<file path="config.mk">
export PLATFORM = sky130hd
export DESIGN_NAME = mul_rr_scheduler
export DESIGN_NICKNAME = d
export VERILOG_FILES = /design/src/rtl/mul_rr_scheduler.sv
export SDC_FILE = /design/constraint.sdc
export NUM_CORES = 1
export LEC_CHECK = 0
export ABC_AREA = 0
export CORE_AREA = 2 2 106 108
export DETAILED_ROUTE_END_ITERATION = 6
export DIE_AREA = 0 0 108 110
export DONT_BUFFER_PORTS = 1
export MAX_ROUTING_LAYER = met4
export PLACE_DENSITY = 0.46
export SETUP_SLACK_MARGIN = 0.1
export SYNTH_ARGS = -nofsm -noshare
export SYNTH_HDL_FRONTEND = slang
export SYNTH_SLANG_ARGS = --single-unit
</file>
<file path="constraint.sdc">
create_clock -name CLK -period 2.5 [get_ports CLK]
set_input_delay 0.125 -clock CLK [delete_from_list [all_inputs] [get_ports CLK]]
set_output_delay 0.125 -clock CLK [all_outputs]
set_load 0.01 [all_outputs]
</file>
<file path="src/rtl/mul_rr_scheduler.sv">
// mul_rr_scheduler
//   Shares one pipelined multiplier among NUM_REQ requesters. A combinational
//   round-robin arbiter grants at most one operand pair per cycle. The granted
//   pair is registered onto the multiplier inputs. The requester ID rides a
//   tag pipeline that is cycle-aligned with the multiplier output, so each
//   product is steered back to the requester that issued it.
//
// Ports
//   CLK, RESET_N       clock, asynchronous active-low reset
//   SCHED_EN           1 = grants allowed, 0 = stop granting and drain
//   REQ_VALID/READY    per-requester handshake (READY is one-hot or zero)
//   REQ_MUL_0/1        packed operands, requester i at [i*W +: W]
//   MUL_ENABLE, MUL_0/1  registered multiplier inputs
//   MUL_OUT(_VALID)    multiplier result
//   RSP_VALID/DATA     one-hot result strobe and shared product bus
//   BUSY               grant registered or any tag in flight
//   ERR                sticky tag/valid misalignment flag
module mul_rr_scheduler #(
  parameter int NUM_REQ     = 4,
  parameter int WIDTH_0     = 16,
  parameter int WIDTH_1     = 16,
  parameter int WIDTH_OUT   = 48,
  parameter int MUL_LATENCY = 2
) (
  input  logic                       CLK,
  input  logic                       RESET_N,
  input  logic                       SCHED_EN,
  input  logic [NUM_REQ-1:0]         REQ_VALID,
  output logic [NUM_REQ-1:0]         REQ_READY,
  input  logic [NUM_REQ*WIDTH_0-1:0] REQ_MUL_0,
  input  logic [NUM_REQ*WIDTH_1-1:0] REQ_MUL_1,
  output logic                       MUL_ENABLE,
  output logic [WIDTH_0-1:0]         MUL_0,
  output logic [WIDTH_1-1:0]         MUL_1,
  input  logic [WIDTH_OUT-1:0]       MUL_OUT,
  input  logic                       MUL_OUT_VALID,
  output logic [NUM_REQ-1:0]         RSP_VALID,
  output logic [WIDTH_OUT-1:0]       RSP_DATA,
  output logic                       BUSY,
  output logic                       ERR
);

  localparam int IDW = (NUM_REQ > 1) ? $clog2(NUM_REQ) : 1;
  localparam int NST = MUL_LATENCY + 1;

  typedef enum logic [1:0] {IDLE, ACTIVE, DRAIN} state_t;

  state_t               state_q, state_d;
  logic [IDW-1:0]       ptr_q, ptr_d;
  logic                 mul_en_q;
  logic [WIDTH_0-1:0]   mul0_q;
  logic [WIDTH_1-1:0]   mul1_q;
  logic [NST-1:0]       tag_vld_q;
  logic [IDW-1:0]       tag_id_q [NST];
  logic                 err_q;

  logic                 gnt_found;
  logic [IDW-1:0]       gnt_id;
  logic [WIDTH_0-1:0]   sel0;
  logic [WIDTH_1-1:0]   sel1;
  logic                 in_flight;

  assign in_flight = mul_en_q | (|tag_vld_q);

  // Round-robin search starting at ptr_q; only ACTIVE with SCHED_EN high may grant,
  // so a falling SCHED_EN blocks the grant in the same cycle.
  always_comb begin
    int idx;
    gnt_found = 1'b0;
    gnt_id    = '0;
    idx       = 0;
    if (state_q == ACTIVE && SCHED_EN) begin
      for (int k = 0; k < NUM_REQ; k++) begin
        idx = int'(ptr_q) + k;
        if (idx >= NUM_REQ) idx = idx - NUM_REQ;
        if (!gnt_found && REQ_VALID[idx]) begin
          gnt_found = 1'b1;
          gnt_id    = IDW'(idx);
        end
      end
    end
  end

  always_comb begin
    REQ_READY = '0;
    if (gnt_found) REQ_READY[gnt_id] = 1'b1;
    ptr_d = ptr_q;
    if (gnt_found) ptr_d = (gnt_id == IDW'(NUM_REQ - 1)) ? '0 : gnt_id + IDW'(1);
    sel0 = REQ_MUL_0[gnt_id*WIDTH_0 +: WIDTH_0];
    sel1 = REQ_MUL_1[gnt_id*WIDTH_1 +: WIDTH_1];
  end

  always_comb begin
    state_d = state_q;
    case (state_q)
      IDLE:    if (SCHED_EN) state_d = ACTIVE;
      ACTIVE:  if (!SCHED_EN) state_d = in_flight ? DRAIN : IDLE;
      DRAIN: begin
        if (SCHED_EN)        state_d = ACTIVE;
        else if (!in_flight) state_d = IDLE;
      end
      default: state_d = IDLE;
    endcase
  end

  // Stage 0: multiplier inputs and tag stage 0 capture the granted pair.
  // Tag stages 1..MUL_LATENCY shift in step with the multiplier pipeline.
  always_ff @(posedge CLK or negedge RESET_N) begin
    if (!RESET_N) begin
      state_q   <= IDLE;
      ptr_q     <= '0;
      mul_en_q  <= 1'b0;
      mul0_q    <= '0;
      mul1_q    <= '0;
      tag_vld_q <= '0;
      err_q     <= 1'b0;
      for (int s = 0; s < NST; s++) tag_id_q[s] <= '0;
    end else begin
      state_q   <= state_d;
      ptr_q     <= ptr_d;
      mul_en_q  <= gnt_found;
      if (gnt_found) begin
        mul0_q <= sel0;
        mul1_q <= sel1;
      end
      tag_vld_q[0] <= gnt_found;
      tag_id_q[0]  <= gnt_id;
      for (int s = 1; s < NST; s++) begin
        tag_vld_q[s] <= tag_vld_q[s-1];
        tag_id_q[s]  <= tag_id_q[s-1];
      end
      // A product without a matching tag (or a tag without a product) means
      // the multiplier and this block lost alignment; latch it until reset.
      err_q <= err_q | (MUL_OUT_VALID ^ tag_vld_q[NST-1]);
    end
  end

  // Response: last tag stage lines up with MUL_OUT_VALID.
  always_comb begin
    RSP_VALID = '0;
    if (MUL_OUT_VALID && tag_vld_q[NST-1]) RSP_VALID[tag_id_q[NST-1]] = 1'b1;
  end

  assign RSP_DATA   = MUL_OUT;
  assign MUL_ENABLE = mul_en_q;
  assign MUL_0      = mul0_q;
  assign MUL_1      = mul1_q;
  assign BUSY       = in_flight;
  assign ERR        = err_q;

endmodule
</file>
==> flow_metrics.tcl, run 1 <==
set metrics [dict create \
    port_buffers 0 \
    skew_ps 11.0 \
    layout.cells.non_filler 395 \
    p_seq_frac 0.452 \
    crit_type "flip-flop to output pin" \
    regArea_um2 1150 \
    syn_to_final_growth_pct 0.645 \
    drive_above_1_share 0.173 \
    rsz0062_at_grt "false" \
    clock_path_buffers 2 \
    syn_area_um2 2910 \
    ioPinCount 275 \
    cp-start-kind "flip-flop" \
    track_usage 0.140 \
    antenna_cells 0 \
    intPower_mw 1.61 \
    dieArea_um2 11900 \
    finalPower_mw 2.40 \
    drv_slew 0 \
    layout_common_cells "dfrtp_1, nor2_1, a22oi_1" \
    synth_cells 303 \
    clock_latency_ps 310 \
    setup_viol 0 \
    relSlewSlack 0.629 \
    hpwl_um 6210 \
    hold_ws_ps 38.7 \
    antenna_found_initial 0 \
    fin_crit_ps 2270 \
    drtPass1Iterations 4 \
    cts_tree "done" \
    vdd_drop_max_mv 0.267 \
    place_area_um2 2740 \
    p_switching_uw 798 \
    postSynthAreaPerCell_um2 9.60 \
    root_buffer "clkbuf_8" \
    vias_per_cell 5.61 \
    num-fill-cells 1144 \
    hold_violations 0 \
    grt_pass1_vias 2213 \
    worstPathArrival_ps 2140 \
    fmax_ghz 0.441 \
    stdcell_area_um2 2930 \
    combPwrFrac 0.260 \
    htree_levels 2 \
    wl_per_cell_um 21.6 \
    tns_ps 0 \
    grt_start_max_net_pins 47 \
    die-width_um 108 \
    period_share 0.906 \
    gp_congestion 0.729 \
    rows 38 \
    switching_share 0.332 \
    dp_slack_ps 258 \
    multi_input_area_um2 1310 \
    synth-seq-cells 46 \
    cp.required_ps 2380 \
    overflow 0 \
    drv_cap 0 \
    critPathMaxFanout 16 \
    yosysUniqueCellTypes 42 \
    syn_nets 489 \
    routed_wirelength_um 8530 \
    vias 2214 \
    p_per_area_nw_per_um2 821 \
    fin_ws_ps 234 \
    status "complete, no violations" \
    yosysWarnings 0 \
    layout.nets 440 \
    drt_iter0_drc 189 \
    clockPowerShare 0.288 \
    layout_commonest_cell "dfrtp_1" \
    cts_buffers 5 \
    core_area_um2 10700 \
    critPathCaptureType "output pin" \
    dpl.cell_count 384 \
    final_util 0.274 \
    grt_pass1_wl_um 12000 \
    tightestPinTransition_ps 557 \
    hold_class "input port to flip-flop" \
    clkTransAtPathRegs_ps 100 \
    ys_seq_area_frac 0.396 \
    dieHeight_um 110 \
    clock-sinks 46 \
    drtAntennaViolNets 0 \
    p_leak_nw 1.15 \
    start_util 0.272 \
    drc 0 \
]
==> Yosys cell counts, drive strengths merged <==
cell type,instances,share of area
a21o,1,0.0026
nand2,4,0.0052
nand3b,2,0.0064
and2,2,0.0043
or2,3,0.0064
o21ai,2,0.0047
nor2b,2,0.0069
o21a,13,0.034
mux2i,1,0.0034
a31oi,21,0.047
a21oi,17,0.029
a222oi,12,0.041
nor3b,2,0.0052
nor2,40,0.052
a22oi,31,0.082
xor2,1,0.0030
ha,2,0.0086
a21boi,1,0.0026
nand2b,1,0.0022
nand3,1,0.0060
o22ai,10,0.021
inv,3,0.0039
clkbuf,12,0.015
and3b,1,0.0030
buf,56,0.14
or3,1,0.0022
and3,1,0.0022
dfrtp,46,0.40
o221a,1,0.0039
mux2,12,0.057
nor3,1,0.0034
==> power by group through the flow <==
stage	combinational [mW]	sequential [mW]	clock, mW
after detailed placement	0.610	1.10	0
after global routing	0.702	1.11	0.753
after global placement	0.594	1.10	0
after floorplan	0.558	1.06	0
final	0.626	1.09	0.693
after CTS	0.633	1.09	0.728
==> cells by family after synthesis <==
kind of cell               share of synthesized area
AOI/OAI and AO/OA                              0.268
xor gates and xnor gates                     0.00301
adders and majority gates                    0.00860
buffers and inverters                          0.159
DFF                                            0.396
muxes                                         0.0602
and+or+nand+nor                                0.105
==> per-layer routing <==
metal | GRT usage | up-vias | wire length (um)
met3 | 0.0470 | 19 | 940
met1 | 0.141 | 1057 | 2960
met4 | 0.0504 | 0 | 171
li1 | - | 980 | -
met2 | 0.252 | 158 | 4460
met5 | - | - | 0
==> registers in the layout (all words and copies together), names as in the netlist <==
signal and flops:
ERR 1, MUL_1 16, state_q 2, ptr_q 2
MUL_0 16, tag_id_q 6, tag_vld_q 3
==> worst paths after layout <==
kind / startpoint / endpoint / slack [ps] / cells after the start
max in group asynchronous: RESET_N / MUL_1[15] / 1950 / 2
max reg2reg: ptr_q[0] / MUL_1[10] / 380 / 7
min: REQ_MUL_0[1] / MUL_0[1] / 40 / 2
min in group asynchronous: RESET_N / MUL_0[4] / 330 / 2
max: ptr_q[0] / REQ_READY[0] / 230 / 7
min reg2reg: tag_id_q[2] / tag_id_q[0] / 350 / 0
==> repair_timing <==
action / in CTS / in global routing
hold buffers: 3 / 0
resized for setup: 0 / 2
hold endpoints to repair: 48 / 0
endpoints found under the setup margin: 0 / 23
setup buffers: 0 / 0
==> worst max-delay path: stages, from the launching register on <==
cell     delay, ps
dfrtp_1        470
nor2b_4        170
a31oi_2        220
nand3_4         90
buf_4          230
or2_1          280
ha_1           190
and2_1         180
==> cell type report <==
type	instances	share of cell area
timing repair buffer	12	0.0478
clock inverter	2	0.0205
sequential	46	0.393
clock buffer	6	0.0282
multi-input combinational	186	0.447
inverter	3	0.00384
tap	140	0.0598
Power figures use the tool's default switching activity.
==> run 2, diff against run 1 <==
--- a/config.mk
+++ b/config.mk
@@ -5,13 +5,13 @@
 export SDC_FILE = /design/constraint.sdc
 export NUM_CORES = 1
 export LEC_CHECK = 0
-export ABC_AREA = 0
-export CORE_AREA = 2 2 106 108
+export ABC_AREA = 1
+export CORE_AREA = 2 2 108 110
 export DETAILED_ROUTE_END_ITERATION = 6
-export DIE_AREA = 0 0 108 110
+export DIE_AREA = 0 0 110 112
 export DONT_BUFFER_PORTS = 1
 export MAX_ROUTING_LAYER = met4
-export PLACE_DENSITY = 0.46
+export PLACE_DENSITY = 0.53
 export SETUP_SLACK_MARGIN = 0.1
 export SYNTH_ARGS = -nofsm -noshare
 export SYNTH_HDL_FRONTEND = slang
==> run 2 against run 1 <==
Compared with the run above: sequential share of layout area shrank 9.5 points; critical endpoint unchanged; via count grew 59%; largest cell class unchanged; clock skew shrank 4.2 ps.
==> flow_metrics.tcl, run 2 <==
set metrics [dict create \
    cts_tree "done" \
    min_path_cells 2 \
    tightestPinTransition_ps 544 \
    start_util 0.342 \
    dieArea_um2 12300 \
    skew_ps 6.81 \
    synthTopCellsByArea "dfrtp_1, nand2_1, nand3_1" \
    yosysWarnings 0 \
    postSynthAreaPerCell_um2 6.00 \
    combPwrFrac 0.469 \
    drtAntennaViolNets 0 \
    syn_area_um2 3820 \
    rows 39 \
    drv_slew 0 \
    clkTransAtPathRegs_ps 60 \
    hold_violations 0 \
    synthFlopType "dfrtp_1" \
    drive_above_1_share 0.0655 \
    grt_pass1_wl_um 16000 \
    worstPathArrival_ps 2160 \
    r2r_end "MUL_0[12]" \
    stdcell_area_um2 3860 \
    grt_start_max_net_pins 53 \
    drtPass1Iterations 4 \
    antenna_found_initial 0 \
    critPathMaxFanout 18 \
    vdd_drop_max_mv 0.368 \
    vias_per_cell 4.88 \
    syn_nets 822 \
    p_per_area_nw_per_um2 1120 \
    layout.nets 765 \
    synth.most_common_cell "nand2_1" \
    reg2regPathDepth 16 \
    ys_seq_area_frac 0.302 \
    finalPower_mw 4.33 \
    min_to "ERR" \
    drv_cap 0 \
    cp.required_ps 2380 \
    synth_cells 636 \
    rr_startpoint "ptr_q[0]" \
    htree_levels 2 \
    period_share 0.916 \
    critPathCaptureType "output pin" \
    intPower_mw 2.30 \
    dieHeight_um 112 \
    hold_ws_ps 66.0 \
    grt_pass1_vias 3230 \
    worstHoldStart "MUL_OUT_VALID" \
    gp_congestion 0.951 \
    crit_type "flip-flop to output pin" \
    ys_async_sr_fraction 1.00 \
    layout_common_cells "nand2_1, nand3_1, inv_1" \
    overflow 0 \
    relSlewSlack 0.636 \
    synth_edf_count 0 \
    tns_ps 0 \
    drt_iter0_drc 204 \
    antenna_cells 0 \
    fin_crit_ps 2290 \
    ioPinCount 275 \
    p_switching_mw 2.03 \
    status "complete, no violations" \
    clock_path_buffers 2 \
    port_buffers 0 \
    layout_commonest_cell "nand2_1" \
    clockPowerShare 0.204 \
    syn_to_final_growth_pct 1.15 \
    synth-seq-cells 46 \
    p_leak_nw 2.35 \
    hpwl_um 7400 \
    root_buffer "clkbuf_16" \
    clock-sinks 46 \
    rsz0062_at_grt "true" \
    wl_per_cell_um 14.4 \
    cts_buffers 5 \
    synth_common_cells "nand2_1, nand3_1, inv_1, buf_4, dfrtp_1" \
    yosysUniqueCellTypes 24 \
    cp-start-kind "flip-flop" \
    track_usage 0.169 \
    place_area_um2 3570 \
    drc 0 \
    switching_share 0.469 \
    core_area_um2 11200 \
    synth.top_cell.area_share 0.302 \
    vias 3531 \
    fmax_ghz 0.437 \
    setup_viol 0 \
    fin_ws_ps 210 \
    yosys.area.top_type "dfrtp_1" \
    p_seq_frac 0.328 \
    rrSetupSlack_ps 350 \
    dp_slack_ps 286 \
    hold_class "input port to flip-flop" \
    die-width_um 110 \
    clock_latency_ps 280 \
    routed_wirelength_um 10400 \
]
==> run 2: metal layers <==
layer / vias up / GRT usage / routed length (um)
li1: 1752 / - / -
met1: 1604 / 0.203 / 4310
met2: 155 / 0.279 / 5030
met3: 20 / 0.0433 / 907
met4: 0 / 0.0473 / 157
met5: - / - / 0
==> run 2: worst max-delay path by stage <==
stage	startpoint	to	slack, ps
2_1_floorplan	ptr_q[0]	REQ_READY[0]	570
3_3_place_gp	ptr_q[0]	MUL_1[10]	330
3_5_place_dp	ptr_q[0]	MUL_1[6]	290
4_1_cts	ptr_q[0]	REQ_READY[1]	130
5_1_grt	ptr_q[0]	REQ_READY[1]	70
6_report	ptr_q[0]	REQ_READY[0]	210
==> run 2: timing repair <==
item | 4_1_cts | 5_1_grt
gates resized for setup | 1 | 4
setup buffers | 0 | 3
hold endpoints to repair | 48 | 0
setup endpoints to repair | 1 | 4
pin swaps | 0 | 1
hold buffers | 3 | 0
==> run 2: per-stage QoR <==
stage                     instances   util
after floorplan                 636      -
after global placement          709  0.320
after detailed placement        709  0.320
after CTS                       720  0.342
after global routing            723  0.346
final                           723  0.346
==> run 2: cells by family after synthesis <==
group,after synthesis,share of synthesized area
buffers and inverters,165,0.227
AOI/OAI and AO/OA,3,0.00393
and+or+nand+nor,419,0.459
DFF,46,0.302
adders and majority gates,2,0.00655
xor gates and xnor gates,1,0.00229
==> run 2: final cells by class <==
| cell class | count | area (um^2) |
|---|---|---|
| clock buffers | 6 | 139 |
| clock inverters | 2 | 60.1 |
| fillers | 1248 | 7310 |
| inverters | 83 | 317 |
| multi-input cells | 425 | 1810 |
| flip-flops and latches | 46 | 1150 |
| well taps | 143 | 179 |
| repair buffers | 18 | 201 |
==> run 2: power by group through the flow <==
stage          sequential [mW]  clock [mW]  combinational (mW)
3_5_place_dp              1.44           0                1.96
5_1_grt                   1.46       0.939                2.32
3_3_place_gp              1.44           0                1.93
4_1_cts                   1.43       0.905                2.00
6_report                  1.42       0.881                2.03
2_1_floorplan             1.32           0                1.70
==> run 2: worst max-delay path, cell delays in order, from the launching register on <==
cell     delay, ps
dfrtp_2        480
inv_4          120
nand2_1         70
nand3_1         90
nand2_1        110
nor2_4         160
nand3_2        100
nand2_4         80
inv_4           50
nand2_4        180
ha_1           180
inv_1           50
nor2_1         210
